$ cat config.mk
export PLATFORM = sky130hd
export DESIGN_NAME = steer_target_ctrl
export DESIGN_NICKNAME = d
export VERILOG_FILES = /design/src/rtl/steer_target_ctrl.sv
export SDC_FILE = /design/constraint.sdc
export NUM_CORES = 1
export LEC_CHECK = 0
export CORE_MARGIN = 1
export CORE_UTILIZATION = 55
export DETAILED_ROUTE_END_ITERATION = 10
export PLACE_DENSITY = 0.89
export RECOVER_POWER = 50
export SYNTH_ARGS = -nofsm -noshare
export SYNTH_HDL_FRONTEND = slang
export SYNTH_SLANG_ARGS = --single-unit
$ cat constraint.sdc
create_clock -name clock -period 3.6 [get_ports clock]
set_clock_uncertainty 0.2 [all_clocks]
set_input_delay 0.72 -clock clock [delete_from_list [all_inputs] [get_ports clock]]
set_output_delay 0.72 -clock clock [all_outputs]
set_load 0.01 [all_outputs]
$ cat src/rtl/steer_target_ctrl.sv
// Closed-loop steering controller: drives one wheel's rotation motor toward a
// latched target angle using shortest-path results from the delta calculator.
//
// state | meaning
// IDLE  | waiting for start
// REQ   | one-cycle request to the delta calculator
// WAIT  | waiting for calc_updated, bounded by CALC_TIMEOUT
// EVAL  | apply ramp / slow-zone / reversal rules to the latest result
// DONE  | one-cycle completion pulse
// FAULT | sticky error, motor stopped until abort
module steer_target_ctrl #(
  parameter logic [11:0] TOLERANCE    = 12'd8,
  parameter int unsigned SETTLE_COUNT = 3,
  parameter logic [11:0] SLOW_ZONE    = 12'd256,
  parameter logic [7:0]  MAX_DUTY     = 8'd255,
  parameter logic [7:0]  MIN_DUTY     = 8'd32,
  parameter logic [7:0]  RAMP_STEP    = 8'd4,
  parameter logic [4:0]  CALC_TIMEOUT = 5'd16,
  parameter logic [15:0] MAX_ITER     = 16'd4096
) (
  input  logic        clock,
  input  logic        reset,
  input  logic        start,
  input  logic        abort,
  input  logic [11:0] target_angle,
  output logic [11:0] calc_target,
  output logic        enable_calc,
  input  logic        dir_shortest,
  input  logic [11:0] delta_angle,
  input  logic        calc_updated,
  output logic        pwm_enable,
  output logic        pwm_dir,
  output logic [7:0]  pwm_duty,
  output logic        busy,
  output logic        done,
  output logic        fault
);

  localparam logic [2:0] IDLE  = 3'd0;
  localparam logic [2:0] REQ   = 3'd1;
  localparam logic [2:0] WAIT  = 3'd2;
  localparam logic [2:0] EVAL  = 3'd3;
  localparam logic [2:0] DONE  = 3'd4;
  localparam logic [2:0] FAULT = 3'd5;

  logic [2:0]  state;
  logic [4:0]  wait_cnt;
  logic [7:0]  settle_cnt;
  logic [15:0] iter_cnt;
  logic        dir_reg;
  logic [11:0] delta_reg;

  logic        on_target;
  logic        reversing;
  logic [7:0]  cap;
  logic [8:0]  sum9;
  logic [7:0]  ramp_duty;
  logic [7:0]  settle_next;
  logic [15:0] iter_next;

  always_comb begin
    on_target   = (delta_reg <= TOLERANCE);
    cap         = (delta_reg < SLOW_ZONE) ? MIN_DUTY : MAX_DUTY;
    reversing   = (dir_reg != pwm_dir) && (pwm_duty != 8'd0);
    sum9        = {1'b0, pwm_duty} + {1'b0, RAMP_STEP};
    settle_next = settle_cnt + 8'd1;
    iter_next   = iter_cnt + 16'd1;
    // Already above the cap (e.g. entering the slow zone) drops straight to it.
    if (pwm_duty >= cap || sum9 > {1'b0, cap})
      ramp_duty = cap;
    else
      ramp_duty = sum9[7:0];
  end

  always_ff @(posedge clock or posedge reset) begin
    if (reset) begin
      state       <= IDLE;
      calc_target <= 12'd0;
      pwm_dir     <= 1'b0;
      pwm_duty    <= 8'd0;
      wait_cnt    <= 5'd0;
      settle_cnt  <= 8'd0;
      iter_cnt    <= 16'd0;
      dir_reg     <= 1'b0;
      delta_reg   <= 12'd0;
    end else if (abort) begin
      state    <= IDLE;
      pwm_duty <= 8'd0;
    end else begin
      case (state)
        IDLE: begin
          if (start) begin
            calc_target <= target_angle;
            pwm_duty    <= 8'd0;
            settle_cnt  <= 8'd0;
            iter_cnt    <= 16'd0;
            state       <= REQ;
          end
        end
        REQ: begin
          wait_cnt <= 5'd0;
          state    <= WAIT;
        end
        WAIT: begin
          if (calc_updated) begin
            dir_reg   <= dir_shortest;
            delta_reg <= delta_angle;
            state     <= EVAL;
          end else if (wait_cnt == CALC_TIMEOUT - 5'd1) begin
            pwm_duty <= 8'd0;
            state    <= FAULT;
          end else begin
            wait_cnt <= wait_cnt + 5'd1;
          end
        end
        EVAL: begin
          iter_cnt <= iter_next;
          if (on_target) begin
            pwm_duty   <= 8'd0;
            settle_cnt <= settle_next;
            if (settle_next == SETTLE_COUNT[7:0])
              state <= DONE;
            else if (iter_next == MAX_ITER)
              state <= FAULT;
            else
              state <= REQ;
          end else begin
            settle_cnt <= 8'd0;
            if (iter_next == MAX_ITER) begin
              pwm_duty <= 8'd0;
              state    <= FAULT;
            end else begin
              // The motor must come to rest before the direction flips.
              if (reversing) begin
                pwm_duty <= 8'd0;
              end else begin
                pwm_dir  <= dir_reg;
                pwm_duty <= ramp_duty;
              end
              state <= REQ;
            end
          end
        end
        DONE: begin
          pwm_duty <= 8'd0;
          state    <= IDLE;
        end
        FAULT: begin
          pwm_duty <= 8'd0;
        end
        default: begin
          pwm_duty <= 8'd0;
          state    <= IDLE;
        end
      endcase
    end
  end

  assign enable_calc = (state == REQ);
  assign done        = (state == DONE);
  assign fault       = (state == FAULT);
  assign busy        = (state == REQ) || (state == WAIT) || (state == EVAL);
  assign pwm_enable  = busy && (pwm_duty != 8'd0);

endmodule

# Yosys cells after proc, flatten, opt, wreduce, memory -nomap -nowiden
# Index checks and enable logic that the tools add are counted.
dict set report word_totals {
  reg_bits 66
  in_bits 30
  out_inout_bits 26
  elab_cells 80
}
dict set report op_classes {
  n_addsub 4
  order_cmp 4
  eq_ne 18
  mux 25
  bitwise_logic 4
  n_reduce_logical 16
}
# op count
set ops {}
lappend ops {{$mux W8} 10}
lappend ops {{$pmux W16 S2} 1}
lappend ops {{$pmux W8 S4} 1}
lappend ops {{$mux W3} 7}
lappend ops {{$add A16 B1 Y16 const B} 1}
lappend ops {{$eq A16 B13 Y1 const B} 1}
lappend ops {{$mux W16} 1}
lappend ops {{$pmux W8 S2} 1}
lappend ops {{$pmux W3 S5} 1}
lappend ops {{$le A12 B4 Y1 const B} 1}
lappend ops {{$lt A12 B9 Y1 const B} 1}
lappend ops {{$reduce_and A3 Y1} 4}
lappend ops {{$mux W5} 2}
lappend ops {{$ne A2 B2 Y1 const B} 5}
lappend ops {{$pmux W5 S2} 1}
lappend ops {{$add A8 B3 Y9 const B} 1}
lappend ops {{$gt A9 B8 Y1} 1}
lappend ops {{$ne A3 B3 Y1 const B} 3}
lappend ops {{$add A8 B1 Y8 const B} 1}
lappend ops {{$eq A8 B2 Y1 const B} 1}
lappend ops {{$ge A8 B8 Y1} 1}
lappend ops {{$reduce_and A4 Y1} 2}
lappend ops {{$reduce_bool A8 Y1} 1}
lappend ops {{$eq A3 B2 Y1 const B} 2}
lappend ops {{other kinds (12)} 20}

# Logic depth before layout (Yosys ltp)
dict set report logic_depth {
  depth_word 10
  depth_mapped 12
  depth_no_buf 10
}

# Least setup slack after synthesis
# OpenSTA, ideal clock, no wires.
dict set report synth_timing {
  kind {flip-flop to flip-flop}
  start {reg delta_reg[11]}
  end {reg pwm_duty[7]}
  setup_ps 122
  arrival_time_ps 2695
  required_time_ps 3278
  setup_slack_ps 583
  path_stages_with_launch 13
  path_buffers 2
  period_less_slack_ps 3017
  path_cell_list {dfrtp_1 or4_4 buf_6 clkinv_2 ha_1 nor2b_1 a221oi_1 o21ai_0 a32oi_1 nand3_1 buf_2 o21bai_1 a32o_1}
}
dict set report synth_via {
  elab_chain_cells 10
  elab_cells_between_ends 12
  classes_between {order compare (4); mux (7); reduce/logical (1)}
}
# element line_no
set synth_lines {}
lappend synth_lines {{from (decl)} 51} ;# logic [11:0] delta_reg;
lappend synth_lines {{from (signal assigned)} 107} ;# delta_reg <= delta_angle;
lappend synth_lines {{$lt A12 B9 Y1} 63} ;# cap = (delta_reg < SLOW_ZONE) ? MIN_DUTY : MAX_DUTY;
lappend synth_lines {{$mux W8} 63}
lappend synth_lines {{$gt A9 B8 Y1 / $ge A8 B8 Y1 (equally long branches)} 69} ;# if (pwm_duty >= cap || sum9 > {1'b0, cap})
lappend synth_lines {{$logic_or A1 B1 Y1} 69}
lappend synth_lines {{$mux W8} 69}
lappend synth_lines {{$mux W8} 134} ;# if (reversing) begin
lappend synth_lines {{$mux W8} 129} ;# if (iter_next == MAX_ITER) begin
lappend synth_lines {{$mux W8 *} 118} ;# if (on_target) begin
lappend synth_lines {{$pmux W8 S4 *} 90} ;# case (state)
lappend synth_lines {{$mux W8 *} 86} ;# end else if (abort) begin
lappend synth_lines {{to (signal assigned)} 138} ;# pwm_duty <= ramp_duty;
lappend synth_lines {{to (decl)} 33} ;# output logic [7:0] pwm_duty,
# Every way passes the cells marked *; elsewhere a longest branch is shown, timed or not.
# A chain may end at the register's enable or synchronous reset.

# Worst setup path in the final report
# Same ends and word-level chain as after synthesis.

==> results by group <==
Pwr
  • Final Power: 1.997 mW
  • Switching Share: between 20% and 30%
  • Power Internal: about 1.4 mW
  • Combinational Power Share: between 20% and 30%
  • Switching Power: 562.0 uW
  • LEAKAGE: 1.978 nW
  • Peak VDD IR: about 0.46 mV
  • PwrDens: 439.4 nW/um^2
  • Sequential share of power: a little under half
  • Clock share of power: slightly above 30%

Cells and area
  • Multi-input logic area: 1984 um^2
  • Nets: between 400 and 500
  • Final core utilization: approximately 70%
  • N_diodes: 0
  • # fillers: around 460
  • Sequential Area: 1627 um^2
  • Layout cells sized above 1: roughly 12%
  • Layout area overhead: 20.22%
  • Max FFs per register: 16

Timing
  • Final setup fails: 0
  • Minimum clock period: around 3.4 ns
  • Max Slew Vio Count: 0
  • Worst-margin pin slew: about 1.2 ns
  • RSZ-0062 raised after global routing: no
  • Fmax: 294.6 MHz
  • Final Hold Viols: 0
  • Sum of negative setup slack: 0 ns
  • Slew margin rel.: 18.39%
  • Tcrit/Tclk final: 94.29%

Synthesis
  • Mapped cell area: between 3000 and 4000 um^2
  • Register area share after synthesis: 43.02%
  • Syn Nets: between 400 and 500
  • #FFs+latches synth: 65
  • Post-synth top area cell: dfrtp_1
  • EDFF count, synth: 0
  • Synth area leaders: dfrtp_1, mux2_2, ha_1
  • Ys async rst share: 100.0%
  • Top cell type's share of synthesized area: between 40 and 50%
  • Synth cell count leaders: dfrtp_1, o21ai_0, nor2_1
  • Avg Cell Area, Syn: between 9 and 10 um^2
  • Synth warn: 0
  • Post-Syn Instances: 387
  • Synth unique cells: 61
  • Count leader, synth: dfrtp_1
  • Post-synth top flop: dfrtp_1

Critical path
  • WS Path Type: register to register
  • Startpoint types: register
  • Crit-path max FO: 14
  • CP Capture Type: register
  • Required time worst endpoint: approximately 3.6 ns
  • Worst r2r path cells: 10
  • Arrival time of the worst setup path: approximately 3.4 ns

Clock tree
  • CTS H-tree lvls: 3
  • CTS Root Cell: clkbuf_8
  • Clock-pin slew on the worst setup and hold paths: around 0.07 ns
  • Clk Latency, worst-skew pair: between 0.3 and 0.4 ns
  • Total CTS buffers: 9
  • Clk sinks: 65
  • Clk buf depth: 2
  • CTS Hold Bufs: 0
  • TritonCTS clock tree: done
  • Setup bufs post-CTS: 0
  • Post-CTS Resized: 0

Floorplanning
  • Starting Density: approximately three fifths
  • Total core area: between 6000 and 7000 um^2
  • Overall die width: 84.92 um
  • Row count: 29
  • DIE AREA: between 7000 and 8000 um^2
  • Io pins: 56
  • Die Span Y: 84.92 um

Place
  • Hpwl dp: roughly 5700 um
  • Count of input and output buffers: 55
  • Routability Congestion: ~0.9

Run status
  • Status: finished with violations
  • Failing checks: DRC

Routing
  • Drt first pass iters: 8
  • DRT iter0 DRCs: approximately 240
  • Vias per cell: a little over 6
  • WL per Instance: 15.44 um
  • WL final: between 7000 and 8000 um
  • Routed Antenna Nets: 0
  • DR vias: between 3,000 and 4,000
  • DRC Markers: 7

GRT
  • Global-route wire length before repair: 13,500 um
  • Number of global-route vias before repair: approximately 2,900
  • Initial antenna violation count: 0
  • Gr ovfl total: 0
  • Largest net degree at the start of global routing: 31
  • Total track usage: approximately a quarter

Worst hold path
  • Worst Hold Class: register to register
  • Hold path depth: 1

Job
  • MaxCap Viol Count: 0
metal layers:
metal  GRT usage [%]  up-vias  wire [um]
met3           4.572       13        423
met5               0        -          0
met2           37.77      118       3777
li1                -     1508          -
met4           11.40        0        163
met1           31.38     1489       3605
final timing paths:
| kind | startpoint | endpoint | slack [ns] |
|---|---|---|---|
| max | delta_reg[11] | pwm_duty[7] | 0.21 |
| min | delta_reg[3] | delta_reg[3] | 0.29 |
| max reg2reg | delta_reg[11] | pwm_duty[7] | 0.21 |
| min reg2reg | delta_reg[3] | delta_reg[3] | 0.29 |
| max in group asynchronous | reset | iter_cnt[12] | 0.65 |
| min in group asynchronous | reset | delta_reg[5] | 0.88 |
critical path, cell delays in order (launching register included):
cell,delay (ns)
dfrtp_1,0.37
or4_4,0.59
clkinv_2,0.19
ha_1,0.27
nor2b_1,0.13
a221oi_1,0.27
o21ai_0,0.14
a32oi_1,0.16
nand3_1,0.38
o21bai_1,0.31
a32o_1,0.26
layout make-up:
class / count / share of cell area, %
clock inverter: 5 / 1.211
inverter: 15 / 1.266
multi-input combinational: 282 / 43.66
sequential: 65 / 35.78
clock buffer: 11 / 3.110
timing repair buffer: 61 / 12.85
tap: 77 / 2.119
power by group through the flow:
stage | registers, mW | clock network (mW) | logic (mW)
2_1_floorplan | 0.926 | 0 | 0.292
3_5_place_dp | 0.926 | 0 | 0.480
4_1_cts | 0.912 | 0.623 | 0.482
3_3_place_gp | 0.917 | 0 | 0.458
6_report | 0.911 | 0.614 | 0.472
5_1_grt | 0.923 | 0.652 | 0.524
cells in the final DEF, fill, tap and decap left out, types with 4 or more instances in the layout:
cell type	count
clkbuf_8	10
nand2_1	25
a21oi_1	10
o31ai_1	12
mux2_2	23
a31oi_1	4
inv_1	14
and2_1	4
nand4_1	9
nand2b_1	5
ha_1	19
xor2_1	4
and3_1	14
dlygate4sd3_1	5
clkdlybuf4s50_1	50
mux2i_1	5
nor2_1	26
nor3_1	7
o21ai_1	5
a32o_1	4
nand3_1	14
o21ai_0	36
xnor2_1	9
dfrtp_1	65
o22ai_1	4
clkbuf_1	4
logic make-up after synthesis:
family / synth area share (%)
muxes: 9.067
buffers and inverters: 4.500
xor gates and xnor gates: 3.011
adders and majority gates: 6.287
DFF: 43.02
and+or+nand+nor: 17.37
AOI/OAI and AO/OA: 16.74
per-stage QoR:
stage          setup WS [ns]  cell area, um^2  hold WS [ns]  cells
2_1_floorplan         0.5831             3781        0.2581    387
3_3_place_gp          0.3539             4360        0.2728    500
3_5_place_dp          0.2933             4360        0.2798    500
4_1_cts               0.2612             4557        0.2959    516
5_1_grt              0.09862             4546        0.3162    516
6_report              0.2055             4546        0.2927    516
No activity file was read; power rests on OpenSTA's default activity.
